--- src/rtl/pc_sequencer_if.sv ---
// pc_sequencer_if: fetch-control bus between the pipeline front end and the PC sequencer.
//   master: pipeline side; drives current_pc, redirect, hazard and cache status, and samples the PC controls.
//   slave : sequencer side; samples the pipeline status and drives next_pc, pc_write, is_not_cache_stall,
//           flush_if_id and redirect_pending.
interface pc_sequencer_if #(
    parameter int PC_WIDTH = 32
);
    logic [PC_WIDTH-1:0] current_pc;
    logic                redirect_valid;
    logic [PC_WIDTH-1:0] redirect_target;
    logic                hazard_stall;
    logic                icache_ready;
    logic                dcache_stall;
    logic [PC_WIDTH-1:0] next_pc;
    logic                pc_write;
    logic                is_not_cache_stall;
    logic                flush_if_id;
    logic                redirect_pending;

    modport master (
        output current_pc, redirect_valid, redirect_target, hazard_stall, icache_ready, dcache_stall,
        input  next_pc, pc_write, is_not_cache_stall, flush_if_id, redirect_pending
    );

    modport slave (
        input  current_pc, redirect_valid, redirect_target, hazard_stall, icache_ready, dcache_stall,
        output next_pc, pc_write, is_not_cache_stall, flush_if_id, redirect_pending
    );
endinterface

--- src/rtl/pc_sequencer.sv ---
// pc_sequencer: fetch-side PC control that arbitrates boot, EX redirects, load-use and cache stalls.
//   clk   : system clock, all state updates on posedge.
//   reset : asynchronous active-low reset (0 = in reset).
//   bus   : pc_sequencer_if slave; current_pc, redirect_valid/target, hazard_stall, icache_ready and
//           dcache_stall in; next_pc, pc_write, is_not_cache_stall, flush_if_id and redirect_pending out.
//   PC_SEQ_PERF_EN (macro): adds saturating perf_stall_cycles and perf_redirects counter outputs.
module pc_sequencer #(
    parameter int                  PC_WIDTH = 32,
    parameter logic [PC_WIDTH-1:0] RESET_PC = '0
) (
    input  logic          clk,
    input  logic          reset,
    pc_sequencer_if.slave bus
`ifdef PC_SEQ_PERF_EN
    ,
    output logic [31:0]   perf_stall_cycles,
    output logic [31:0]   perf_redirects
`endif
);
    typedef enum logic [1:0] {BOOT, RUN, REDIR_WAIT} state_t;

    state_t              state, state_nx;
    logic [PC_WIDTH-1:0] pend_target, pend_nx;
    logic [PC_WIDTH-1:0] npc;
    logic                wr, flush, pend, adv, accept;

    assign adv = bus.icache_ready & ~bus.dcache_stall;

    always_ff @(posedge clk or negedge reset) begin
        if (!reset) begin
            state       <= BOOT;
            pend_target <= '0;
        end else begin
            state       <= state_nx;
            pend_target <= pend_nx;
        end
    end

    always_comb begin
        state_nx = state;
        pend_nx  = pend_target;
        npc      = RESET_PC;
        wr       = 1'b0;
        flush    = 1'b0;
        pend     = 1'b0;
        accept   = 1'b0;
        unique case (state)
            BOOT: begin
                wr       = 1'b1;
                flush    = adv;
                state_nx = adv ? RUN : BOOT;
            end
            RUN: begin
                if (bus.redirect_valid) begin
                    // A redirect that cannot be taken now is parked so it survives the stall.
                    npc      = bus.redirect_target;
                    wr       = 1'b1;
                    flush    = adv;
                    accept   = adv;
                    pend_nx  = adv ? pend_target : bus.redirect_target;
                    state_nx = adv ? RUN : REDIR_WAIT;
                end else if (bus.hazard_stall) begin
                    npc = bus.current_pc;
                end else begin
                    npc = bus.current_pc + PC_WIDTH'(4);
                    wr  = 1'b1;
                end
            end
            REDIR_WAIT: begin
                // The newest redirect overrides the parked one.
                npc      = bus.redirect_valid ? bus.redirect_target : pend_target;
                pend_nx  = bus.redirect_valid ? bus.redirect_target : pend_target;
                wr       = 1'b1;
                pend     = 1'b1;
                flush    = adv;
                accept   = adv;
                state_nx = adv ? RUN : REDIR_WAIT;
            end
            default: state_nx = BOOT;
        endcase
    end

    // Outputs are forced to their idle values for as long as reset is held.
    assign bus.next_pc            = reset ? npc : RESET_PC;
    assign bus.pc_write           = reset & wr;
    assign bus.is_not_cache_stall = reset & adv;
    assign bus.flush_if_id        = reset & flush;
    assign bus.redirect_pending   = reset & pend;

`ifdef PC_SEQ_PERF_EN
    always_ff @(posedge clk or negedge reset) begin
        if (!reset) begin
            perf_stall_cycles <= '0;
            perf_redirects    <= '0;
        end else begin
            if (state != BOOT && !adv && perf_stall_cycles != 32'hFFFF_FFFF)
                perf_stall_cycles <= perf_stall_cycles + 32'd1;
            if (accept && perf_redirects != 32'hFFFF_FFFF)
                perf_redirects <= perf_redirects + 32'd1;
        end
    end
`else
    logic unused_accept;
    assign unused_accept = accept;
`endif
endmodule

--- src/flat_wrapper.sv ---
// flat-port wrapper written by rule: the top's interface ports become plain ports
module pc_sequencer_flat 
#(
    parameter int                  PC_WIDTH = 32,
    parameter logic [PC_WIDTH-1:0] RESET_PC = '0
)
  (clk, reset, bus_current_pc, bus_redirect_valid, bus_redirect_target, bus_hazard_stall, bus_icache_ready, bus_dcache_stall, bus_next_pc, bus_pc_write, bus_is_not_cache_stall, bus_flush_if_id, bus_redirect_pending);
  pc_sequencer_if #(.PC_WIDTH(PC_WIDTH)) bus_i ();
  input  logic clk;
  input  logic reset;
  input wire logic [$bits(bus_i.current_pc)-1:0] bus_current_pc;
  input wire logic [$bits(bus_i.redirect_valid)-1:0] bus_redirect_valid;
  input wire logic [$bits(bus_i.redirect_target)-1:0] bus_redirect_target;
  input wire logic [$bits(bus_i.hazard_stall)-1:0] bus_hazard_stall;
  input wire logic [$bits(bus_i.icache_ready)-1:0] bus_icache_ready;
  input wire logic [$bits(bus_i.dcache_stall)-1:0] bus_dcache_stall;
  output wire logic [$bits(bus_i.next_pc)-1:0] bus_next_pc;
  output wire logic [$bits(bus_i.pc_write)-1:0] bus_pc_write;
  output wire logic [$bits(bus_i.is_not_cache_stall)-1:0] bus_is_not_cache_stall;
  output wire logic [$bits(bus_i.flush_if_id)-1:0] bus_flush_if_id;
  output wire logic [$bits(bus_i.redirect_pending)-1:0] bus_redirect_pending;
  assign bus_i.current_pc = bus_current_pc;
  assign bus_i.redirect_valid = bus_redirect_valid;
  assign bus_i.redirect_target = bus_redirect_target;
  assign bus_i.hazard_stall = bus_hazard_stall;
  assign bus_i.icache_ready = bus_icache_ready;
  assign bus_i.dcache_stall = bus_dcache_stall;
  assign bus_next_pc = bus_i.next_pc;
  assign bus_pc_write = bus_i.pc_write;
  assign bus_is_not_cache_stall = bus_i.is_not_cache_stall;
  assign bus_flush_if_id = bus_i.flush_if_id;
  assign bus_redirect_pending = bus_i.redirect_pending;
  pc_sequencer #(.PC_WIDTH(PC_WIDTH), .RESET_PC(RESET_PC)) u_core (.clk(clk), .reset(reset), .bus(bus_i));
endmodule
--- config.mk ---
export PLATFORM = sky130hd
export DESIGN_NAME = pc_sequencer_flat
export DESIGN_NICKNAME = d
export VERILOG_FILES = /design/src/rtl/pc_sequencer_if.sv /design/src/rtl/pc_sequencer.sv /design/src/flat_wrapper.sv
export SDC_FILE = /design/constraint.sdc
export NUM_CORES = 1
export LEC_CHECK = 0
export ABC_AREA = 1
export CELL_PAD_IN_SITES_DETAIL_PLACEMENT = 0
export CELL_PAD_IN_SITES_GLOBAL_PLACEMENT = 1
export CORE_MARGIN = 10
export CORE_UTILIZATION = 34
export DETAILED_ROUTE_END_ITERATION = 10
export GPL_ROUTABILITY_DRIVEN = 0
export PLACE_DENSITY = 0.95
export SYNTH_ARGS = -nofsm -noshare
export SYNTH_HDL_FRONTEND = slang
export SYNTH_SLANG_ARGS = --single-unit
--- constraint.sdc ---
create_clock -name clk -period 5.25 [get_ports clk]
set_clock_uncertainty 0.15 [all_clocks]
set_input_delay 0.7875 -clock clk [delete_from_list [all_inputs] [get_ports clk]]
set_output_delay 0.7875 -clock clk [all_outputs]
set_load 0.005 [all_outputs]
# ---- Yosys cells after proc, flatten, opt, wreduce, memory -nomap -nowiden
# Index checks and enable logic that the tools add are counted.
# W data, S select, Z words.
dict set report totals {
  ram_bits 0
  elab_cells 35
  out_inout_bits 36
  regBits 34
  romBits 0
  memories 0
  latchBits 0
}
dict set report op_classes {
  n_bitwise 6
  n_reduce_logical 4
  eq_ne 4
  mux 18
  n_addsub 1
  div_mod_pow 0
  n_mul 0
  shift 0
  order_cmp 0
}
# cell count
set ops {}
lappend ops {{$mux W32} 6}
lappend ops {{$pmux W32 S2} 2}
lappend ops {{$add A32 B3 Y32 const B} 1}
lappend ops {{$pmux W2 S3} 1}
lappend ops {{$and A1 B1 Y1} 5}
lappend ops {{$mux W1} 5}
lappend ops {{$mux W2} 2}
lappend ops {{$ne A2 B2 Y1 const B} 2}
lappend ops {{$pmux W1 S2} 2}
lappend ops {{$reduce_and A3 Y1} 1}
lappend ops {{$eq A2 B1 Y1 const B} 1}
lappend ops {{$eq A2 B2 Y1 const B} 1}
lappend ops {{$logic_not A2 Y1} 1}
lappend ops {{$reduce_bool A2 Y1} 1}
lappend ops {{$reduce_or A2 Y1} 1}
lappend ops {{$not A1 Y1} 1}

# ---- Longest topological paths before layout
# Gate-level depths: netlist of the first run.
dict set report logic_depth {
  depth_word 5
  mapped_depth 10
  depth_no_buf 10
}

# ---- Least setup slack after synthesis of the first run
# OpenSTA, ideal clock, no wires.
dict set report synth_timing {
  kind {in2out}
  from {input bus_current_pc[2]}
  to {output bus_next_pc[24]}
  stages 9
  arrival_ns 1.721
  setup_slack_ns 2.592
  cell_sequence {ha_1 -> nand2_2 -> nor2_4 -> nand3_2 -> nor2_2 -> nand3_1 -> nand3_1 -> nand2_1 -> a21oi_1}
}
dict set report synth_via {
  elab_chain_len 5
}
# item line
set synth_lines {}
lappend synth_lines {{start: declaration} flat_wrapper.sv:11} ;# input wire logic [$bits(bus_i.current_pc)-1:0] bus_current_pc;
lappend synth_lines {{$add A32 B3 Y32} pc_sequencer.sv:65} ;# npc = bus.current_pc + PC_WIDTH'(4);
lappend synth_lines {{$mux W32} pc_sequencer.sv:62} ;# end else if (bus.hazard_stall) begin
lappend synth_lines {{$mux W32} pc_sequencer.sv:54} ;# if (bus.redirect_valid) begin
lappend synth_lines {{$pmux W32 S2} pc_sequencer.sv:47} ;# unique case (state)
lappend synth_lines {{$mux W32} pc_sequencer.sv:84} ;# assign bus.next_pc = reset ? npc : RESET_PC;
lappend synth_lines {{end: declaration} flat_wrapper.sv:17} ;# output wire logic [$bits(bus_i.next_pc)-1:0] bus_next_pc;
# Every way passes these cells.

# ---- Worst setup path in the final report of the first run
dict set report layout_timing {
  from {input bus_current_pc[2]}
  to {output bus_next_pc[22]}
}
# Same word-level chain as after synthesis.

==> impl_metrics.yaml, run 1 <==
clocking:
  cts.clk_slew.worst_paths_ns: 0.08
  cts_resized: 0
  cts.path.max_buffers: 2
  cts-hold-fix-buffers: 0
  cts_buffers: 5
  cts_tree: "yes"
  clk_latency_ns: 0.29
  postCtsSetupBuffers: 0
  root_buffer: "clkbuf_8"
  cts_num_sinks: 34
  cts_htree_levels: 2
final_layout:
  num_antenna_cells: 0
  fin_nets: 751
  fillCellCount: 1059
  design_area_sq_um: 4690
  drive_above_1_share_pct: 7.25
  area_growth_pct: 36.2
  layout.cells.non_filler: 809
  final_core_util_pct: 47.7
power_and_ir_drop:
  power.total_mw: 1.49
  clockPowerShare_pct: 14.2
  p_int_uw: 834
  p_sw_uw: 654
  comb_power_share_pct: 54.8
  swShare_pct: 44.0
  vdd_ir_drop_max_mv: 0.169
  power_density_nw_per_um2: 318
  power.leakage_nw: 1.86
  p_seq_share_pct: 31.0
drt:
  drt-vias-per-instance: 5.29
  drc: 0
  first_pass_iters: 5
  antenna_left: 0
  first_iter_violations: 383
  vias: 4283
  wl_per_cell_um: 16.2
  wl_um: 13100
worst_setup_path:
  required_ns: 4.31
  path_buf_inv: 2
  slowest_stage: "clkdlybuf4s50_1"
  crit_type: "in -> out"
  arrival_ns: 3.03
  crit_family: "buffers and inverters"
  path_max_fanout: 6
  path_cells: "clkdlybuf4s50_1, ha_1, nand2_2, nor2_4, nand3_2, nor2_2, nand2_1, nand3_1, nand3_1, a21oi_1, clkdlybuf4s50_1"
  endpoint_kind: "output pin"
  crit_path_max_incr_delay_ns: 0.55
  worstSetupStartpointType: "primary input"
synthesis:
  avgSynthCellArea_sq_um: 5.90
  yosysWarnings: 0
  synthCells: 583
  synth_area_sq_um: 3440
  seq_area_frac_synth_pct: 24.7
  syn_nets: 659
  ys_seq_elements: 34
  netlist-cell-type-count: 30
floorplanning:
  die_height_um: 121
  initial_core_util_pct: 35.0
  core_sq_um: 9820
  rows: 36
  io_pins: 106
  chipWidth_um: 121
  dieArea_sq_um: 14500
place:
  dp.final_hpwl_um: 9940
  numPortBuffers: 105
  dpl.cell_count: 801
  placed_area_sq_um: 4600
  dp_slack_ns: 1.31
timing:
  setup_violations: 0
  period_minus_slack_ns: 3.97
  fmax_mhz: 252
  holdWs_ns: 0.198
  post-route-period-util_pct: 75.6
  maxSlewViolCount: 0
  tightest_slew_ns: 0.951
  rsz0062_at_grt: "no"
  timing.final.ws_setup_ns: 1.28
  finalHoldViolations: 0
  relSlewSlack_pct: 36.6
  final.setup.tns_ns: 0
worst_hold_path:
  hold_path_class: "in -> async"
global_routing:
  grt_pass1_wl_um: 21000
  gr-total-overflow: 0
  grt_pass1_vias: 4082
  grt_max_degree: 66
  track_usage_pct: 17.5
  antenna_found_initial: 0
run_status:
  status: "finished clean"
run:
  drv_cap: 0
-- worst reg2reg max path, cell delays in order (launching register included) --
cell	delay, ns
dfrtp_1	0.43
inv_1	0.10
ha_1	0.47
inv_1	0.11
buf_4	0.28
o22ai_4	0.79
buf_4	0.45
nor2_1	0.09
a31oi_1	0.15
-- path summary, 6_finish.rpt --
kind / startpoint / end / slack, ns / cells after the start
worst max-delay path: bus_current_pc[2] / bus_next_pc[22] / 1.28 / 11
worst min-delay path: reset / u_core.pend_target[9]$_DFFE_PN0P_ / 0.20 / 1
worst max register to register: u_core.state[0]$_DFFE_PN0P_ / u_core.pend_target[17]$_DFFE_PN0P_ / 2.14 / 8
worst min register to register: u_core.pend_target[7]$_DFFE_PN0P_ / u_core.pend_target[7]$_DFFE_PN0P_ / 0.38 / 2
max in group asynchronous: reset / u_core.pend_target[18]$_DFFE_PN0P_ / 4.05 / 2
min in group clk: u_core.pend_target[7]$_DFFE_PN0P_ / u_core.pend_target[7]$_DFFE_PN0P_ / 0.38 / 2
-- sequential cells by signal (all words and copies together) (netlist names) --
signal	cells
u_core.state	2
u_core.pend_target	32
-- final cells by class --
class	count	area [sq um]	share of cell area, %
clock inverter	1	5.00	0.107
timing repair buffer	115	1120	23.8
sequential	34	851	18.2
tap	133	166	3.55
multi-input combinational	465	2260	48.2
inverter	54	203	4.32
clock buffer	7	86.3	1.84
-- logic make-up (layout without fill, tap and decap cells) --
family | count (synthesis) | after routing | synth area share, %
AND/OR/NAND/NOR | 302 | 302 | 38.6
AO/OA/AOI/OAI | 157 | 157 | 24.7
buffers and inverters | 84 | 177 | 9.82
flip-flops | 34 | 34 | 24.7
adder cells (fa/ha/maj) | 6 | 6 | 2.18
-- cell usage after synthesis --
cell / instances / area share (%)
inv_1: 53 / 5.8
nor2_4: 4 / 1.3
buf_4: 2 / 0.44
dfrtp_1: 34 / 25
o21ai_0: 29 / 4.2
o21a_1: 1 / 0.22
a31oi_1: 19 / 3.5
clkbuf_1: 16 / 1.7
buf_2: 12 / 1.7
nor2_1: 115 / 13
inv_2: 1 / 0.11
a21oi_1: 93 / 14
o211ai_1: 8 / 1.7
o22ai_2: 1 / 0.36
o31ai_1: 2 / 0.44
or2_2: 8 / 1.5
nor3_1: 13 / 1.9
nand2_1: 100 / 11
a21o_1: 1 / 0.22
nand2_2: 5 / 0.91
nor3_2: 1 / 0.29
nand4_1: 1 / 0.18
nand3_1: 44 / 6.4
nand3_2: 3 / 0.87
nand3_4: 1 / 0.51
a211oi_1: 1 / 0.22
ha_1: 6 / 2.2
nor2_2: 6 / 1.1
nand3b_1: 1 / 0.22
o21ai_1: 2 / 0.29
-- power groups by stage --
| stage | Clock, mW | Sequential [mW] | Combinational (mW) |
|---|---|---|---|
| 2_1_floorplan | 0 | 0.448 | 0.539 |
| 3_3_place_gp | 0 | 0.458 | 0.789 |
| 3_5_place_dp | 0 | 0.466 | 0.811 |
| 4_1_cts | 0.215 | 0.460 | 0.817 |
| 5_1_grt | 0.227 | 0.474 | 0.918 |
| 6_report | 0.211 | 0.462 | 0.815 |
-- cell usage in the layout, fill, tap and decap left out, types with 2 or more instances in the layout --
| cell | n |
|---|---|
| a31oi_1 | 19 |
| nor2_2 | 6 |
| ha_1 | 6 |
| nand2_2 | 5 |
| clkdlybuf4s50_1 | 103 |
| o21ai_1 | 2 |
| a21oi_1 | 93 |
| nand2_1 | 100 |
| nor2_1 | 115 |
| clkbuf_8 | 6 |
| o211ai_1 | 8 |
| nor3_1 | 13 |
| nand3_1 | 44 |
| nand3_2 | 3 |
| buf_2 | 2 |
| inv_1 | 53 |
| o31ai_1 | 2 |
| buf_4 | 10 |
| or2_2 | 8 |
| nor2_4 | 4 |
| o21ai_0 | 29 |
| dfrtp_1 | 34 |
-- metal layers --
layer / track usage (%) / vias to the layer above / wire (um)
met2: 28.4 / 198 / 6080
met4: 3.09 / 0 / 103
li1: - / 2114 / -
met5: 0 / - / 0
met3: 3.72 / 8 / 1100
met1: 23.6 / 1963 / 5860
(Power assumes the default switching activity.)
==> run 2, diff against run 1 <==
--- a/config.mk
+++ b/config.mk
@@ -9,10 +9,10 @@
 export CELL_PAD_IN_SITES_DETAIL_PLACEMENT = 0
 export CELL_PAD_IN_SITES_GLOBAL_PLACEMENT = 1
 export CORE_MARGIN = 10
-export CORE_UTILIZATION = 34
+export CORE_UTILIZATION = 32
 export DETAILED_ROUTE_END_ITERATION = 10
 export GPL_ROUTABILITY_DRIVEN = 0
-export PLACE_DENSITY = 0.95
+export PLACE_DENSITY = 0.91
 export SYNTH_ARGS = -nofsm -noshare
 export SYNTH_HDL_FRONTEND = slang
 export SYNTH_SLANG_ARGS = --single-unit
==> constraint.sdc (replaced) <==
create_clock -name clk -period 3.8 [get_ports clk]
set_clock_uncertainty 0.15 [all_clocks]
set_input_delay 0.57 -clock clk [delete_from_list [all_inputs] [get_ports clk]]
set_output_delay 0.57 -clock clk [all_outputs]
set_load 0.005 [all_outputs]
==> run 2 against run 1 <==
Effect of this change: core utilization is 2.5 points lower; count of clock-buffer cells in the layout unchanged; non-clock buffer count up 3; combinational power grew 40%; power up 39%; clock power rose by 36%; via count increased by 0.42%; sequential power is 39% higher; register-to-register slack lost 0.40 ns; global-route usage is 0.42 points lower; critical path depth stayed put.
==> impl_metrics.yaml, run 2 (synthesized netlist as in run 1, its figures left out) <==
run_status:
  status: "finished clean"
global_routing:
  use_met2_pct: 26.3
  grt_pass1_wl_um: 21200
  track_usage_pct: 17.1
  antenna_found_initial: 0
  gr-total-overflow: 0
  grt_pass1_vias: 4114
  grt_util_met3_pct: 4.21
  busiest_layer: "met2"
  met1_usage_pct: 23.4
  grt_max_degree: 41
drt:
  drt-vias-per-instance: 5.28
  wl_um: 13300
  wl_per_cell_um: 16.3
  first_iter_violations: 325
  vias: 4301
  drc: 0
  first_pass_iters: 5
  antenna_left: 0
worst_setup_path:
  reg2reg_depth: 8
  crit_family: "buffers and inverters"
  r2r_slack_ns: 1.74
  arrival_ns: 2.82
  worstReg2RegEnd: "u_core.pend_target[28]$_DFFE_PN0P_"
  endpoint_kind: "output pin"
  path_cells: "clkdlybuf4s50_1, ha_1, nand2_2, nor2_4, nand3_2, nor2_2, nand3_1, nand3_1, nand2_1, a21oi_1, clkdlybuf4s50_1"
  path_buf_inv: 2
  crit_type: "in -> out"
  required_ns: 3.08
  path_max_fanout: 6
  crit_path_max_incr_delay_ns: 0.55
  worstSetupStartpointType: "primary input"
  worstReg2RegStart: "u_core.state[0]$_DFFE_PN0P_"
  slowest_stage: "clkdlybuf4s50_1"
final_layout:
  most-common-layout-cells: "nor2_1, clkdlybuf4s50_1, nand2_1"
  final_core_util_pct: 45.2
  top_register: "u_core.pend_target"
  drive_above_1_share_pct: 7.66
  top_regs: "u_core.pend_target (32), u_core.state (2)"
  num_antenna_cells: 0
  final_common_cell: "nor2_1"
  fin_nets: 754
  area_growth_pct: 37.0
  largest_reg_flops: 32
floorplanning:
  rows: 37
  initial_core_util_pct: 33.0
  core_sq_um: 10400
  dieArea_sq_um: 15300
  io_pins: 106
  die_height_um: 124
  chipWidth_um: 124
timing:
  setup_violations: 0
  fmax_mhz: 282
  maxSlewViolCount: 0
  period_minus_slack_ns: 3.54
  relSlewSlack_pct: 59.4
  final.setup.tns_ns: 0
  post-route-period-util_pct: 93.3
  rsz0062_at_grt: "no"
  tightest_slew_ns: 0.607
  finalHoldViolations: 0
power_and_ir_drop:
  power_density_nw_per_um2: 438
  power.leakage_nw: 1.87
  vdd_ir_drop_max_mv: 0.257
worst_hold_path:
  hold_path_class: "in -> async"
clocking:
  cts_resized: 0
  cts_num_sinks: 34
  cts_tree: "yes"
  cts.clk_slew.worst_paths_ns: 0.07
  cts_buffers: 5
  postCtsSetupBuffers: 0
  cts-hold-fix-buffers: 0
  root_buffer: "clkbuf_8"
  clk_latency_ns: 0.29
  cts.path.max_buffers: 2
  cts_htree_levels: 2
place:
  dp.final_hpwl_um: 10200
  numPortBuffers: 105
run:
  drv_cap: 0
[run 2: changes by cell type in the layout (fill, tap and decap cells not counted), sizes merged]
cell	change
buf	+3
[run 2: worst max path at each step]
stage	startpoint	to	cells after the start	slack (ns)
floorplan	bus_current_pc[2]	bus_next_pc[24]	9	1.58
global placement	bus_current_pc[3]	bus_next_pc[24]	11	0.31
detailed placement	bus_current_pc[3]	bus_next_pc[24]	11	0.26
CTS	bus_current_pc[3]	bus_next_pc[24]	11	0.25
global route	bus_current_pc[3]	bus_next_pc[24]	11	0.05
finish	bus_current_pc[3]	bus_next_pc[24]	11	0.26
[run 2: through the flow]
step / instance area (sq um) / power [mW] / hold WS [ns] / instances / setup slack (ns)
final: 4710 / 2.07 / 0.0695 / 815 / 0.255
after global routing: 4710 / 2.25 / 0.0961 / 815 / 0.0481
after CTS: 4710 / 2.07 / 0.0717 / 815 / 0.252
after detailed placement: 4620 / 1.78 / 0.369 / 807 / 0.263
after global placement: 4620 / 1.74 / 0.353 / 807 / 0.307
after floorplan: 3440 / 1.36 / 0.124 / 583 / 1.58
[run 2: metal layers]
layer  wire length (um)  vias to the layer above
met4                197                        0
met5                  0                        -
met1               6060                     1988
li1                   -                     2128
met3               1120                       17
met2               5880                      168
[run 2: cell type report]
class	count	area (sq um)
clock buffer	7	86.3
sequential	34	851
multi-input combinational	465	2260
timing repair buffer	118	1140
clock inverter	1	5.00
fill	1078	5700
tap	136	170
inverter	54	203
[run 2: power by group]
group / internal (mW) / switching [mW] / leakage [nW] / total [mW]
combinational: 0.476 / 0.663 / 1.44 / 1.14
sequential: 0.543 / 0.0969 / 0.380 / 0.640
clock: 0.146 / 0.141 / 0.0482 / 0.288
==> run 3, diff against run 2 <==
--- a/config.mk
+++ b/config.mk
@@ -9,10 +9,10 @@
 export CELL_PAD_IN_SITES_DETAIL_PLACEMENT = 0
 export CELL_PAD_IN_SITES_GLOBAL_PLACEMENT = 1
 export CORE_MARGIN = 10
-export CORE_UTILIZATION = 32
+export CORE_UTILIZATION = 30
 export DETAILED_ROUTE_END_ITERATION = 10
 export GPL_ROUTABILITY_DRIVEN = 0
-export PLACE_DENSITY = 0.91
+export PLACE_DENSITY = 0.86
 export SYNTH_ARGS = -nofsm -noshare
 export SYNTH_HDL_FRONTEND = slang
 export SYNTH_SLANG_ARGS = --single-unit
==> run 3 against run 2 <==
Effect of this change: core utilization down 3.2 points; critical path type unchanged; wire length rose by 4.3%; count of clock-buffer cells in the layout unchanged; critical endpoint unchanged.
==> impl_metrics.yaml, run 3 (synthesized netlist as in run 1, its figures left out) <==
power_and_ir_drop:
  p_seq_share_pct: 29.1
  power_density_nw_per_um2: 461
  comb_power_share_pct: 51.6
  vdd_ir_drop_max_mv: 0.369
  swShare_pct: 42.2
  p_sw_uw: 925
  power.leakage_nw: 1.88
  p_int_mw: 1.27
  clockPowerShare_pct: 19.3
drt:
  first_iter_violations: 289
  drt-vias-per-instance: 5.25
  antenna_left: 0
  wl_um: 13800
  drc: 0
  vias: 4300
  wl_per_cell_um: 16.9
  first_pass_iters: 5
place:
  placed_area_sq_um: 4610
  dp.final_hpwl_um: 10400
  numPortBuffers: 105
floorplanning:
  initial_core_util_pct: 30.4
  core_sq_um: 11300
  chipWidth_um: 127
  die_height_um: 127
  dieArea_sq_um: 16200
  io_pins: 106
  rows: 39
final_layout:
  largest_reg_flops: 32
  area_growth_pct: 38.2
  fin_nets: 751
  drive_above_1_share_pct: 7.25
  final_core_util_pct: 42.0
  final_common_cell: "nor2_1"
  top_register: "u_core.pend_target"
  most-common-layout-cells: "nor2_1, clkdlybuf4s50_1, nand2_1"
  num_antenna_cells: 0
  top_regs: "u_core.pend_target (32), u_core.state (2)"
  design_area_sq_um: 4760
clocking:
  postCtsSetupBuffers: 0
  cts_buffers: 5
  cts-hold-fix-buffers: 0
  cts.path.max_buffers: 2
  cts_htree_levels: 2
  cts_tree: "yes"
  clk_latency_ns: 0.28
  cts_resized: 0
  cts_num_sinks: 34
  cts.clk_slew.worst_paths_ns: 0.05
  root_buffer: "clkbuf_16"
timing:
  fmax_mhz: 282
  setup_violations: 0
  tightest_slew_ns: 0.645
  rsz0062_at_grt: "no"
  maxSlewViolCount: 0
  post-route-period-util_pct: 93.2
  final.setup.tns_ns: 0
  finalHoldViolations: 0
  relSlewSlack_pct: 57.0
  period_minus_slack_ns: 3.54
worst_setup_path:
  required_ns: 3.08
  worstSetupStartpointType: "primary input"
  path_max_fanout: 6
  crit_type: "in -> out"
  arrival_ns: 2.82
  endpoint_kind: "output pin"
global_routing:
  antenna_found_initial: 0
  track_usage_pct: 16.4
  grt_pass1_wl_um: 21800
  grt_pass1_vias: 4164
  gr-total-overflow: 0
  grt_max_degree: 65
run:
  drv_cap: 0
worst_hold_path:
  hold_path_class: "in -> async"
run_status:
  status: "finished clean"
## run 3: cell types whose count changed in the layout (fill, tap and decap cells not counted)
cell / change
buf_4: -3
clkbuf_8: -5
clkbuf_16: +5
## run 3: cell type report
cell class	instances	area, sq um
Clock inverter	1	5.00
Fill cell	1168	6570
Inverter	54	203
Sequential cell	34	851
Timing Repair Buffer	115	1120
Multi-Input combinational cell	465	2260
Clock buffer	7	143
Tap cell	143	179
## run 3: per-stage QoR
| stage | setup slack [ns] | power, mW | hold WS, ns | cells |
|---|---|---|---|---|
| 2_1_floorplan | 1.58 | 1.36 | 0.124 | 583 |
| 3_3_place_gp | 0.314 | 1.73 | 0.355 | 811 |
| 3_5_place_dp | 0.274 | 1.78 | 0.370 | 811 |
| 4_1_cts | 0.276 | 2.20 | 0.286 | 819 |
| 5_1_grt | 0.0837 | 2.38 | 0.310 | 819 |
| 6_report | 0.259 | 2.19 | 0.252 | 819 |
## run 3: routing by layer
metal | share of wire [%] | up-vias | track usage, %
li1 | - | 2114 | -
met1 | 45 | 1991 | 21.6
met2 | 45 | 172 | 25.9
met3 | 8.1 | 23 | 3.89
met4 | 2.0 | 0 | 5.09
met5 | 0 | - | 0
## run 3: worst paths after layout
path	cells past startpoint	slack, ns	endpoint	from
setup / recovery	11	0.26	bus_next_pc[24]	bus_current_pc[3]
hold reg to reg	2	0.38	u_core.pend_target[12]$_DFFE_PN0P_	u_core.pend_target[12]$_DFFE_PN0P_
min in group clk	2	0.38	u_core.pend_target[12]$_DFFE_PN0P_	u_core.pend_target[12]$_DFFE_PN0P_
setup reg to reg	8	1.15	u_core.pend_target[24]$_DFFE_PN0P_	u_core.state[0]$_DFFE_PN0P_
hold / removal	2	0.25	u_core.pend_target[5]$_DFFE_PN0P_	reset
max in group asynchronous	2	2.91	u_core.pend_target[0]$_DFFE_PN0P_	reset
## run 3: power by group through the flow
stage | Clock, mW | Sequential (mW) | Combinational, mW
after floorplan | 0 | 0.618 | 0.745
after global placement | 0 | 0.633 | 1.10
after detailed placement | 0 | 0.642 | 1.14
after CTS | 0.429 | 0.638 | 1.14
after global routing | 0.446 | 0.661 | 1.27
final | 0.423 | 0.638 | 1.13
## run 3: critical path: stages
cell	delay, ns
clkdlybuf4s50_1	0.52
ha_1	0.18
nand2_2	0.08
nor2_4	0.17
nand3_2	0.15
nor2_2	0.16
nand3_1	0.08
nand3_1	0.12
nand2_1	0.07
a21oi_1	0.17
clkdlybuf4s50_1	0.54
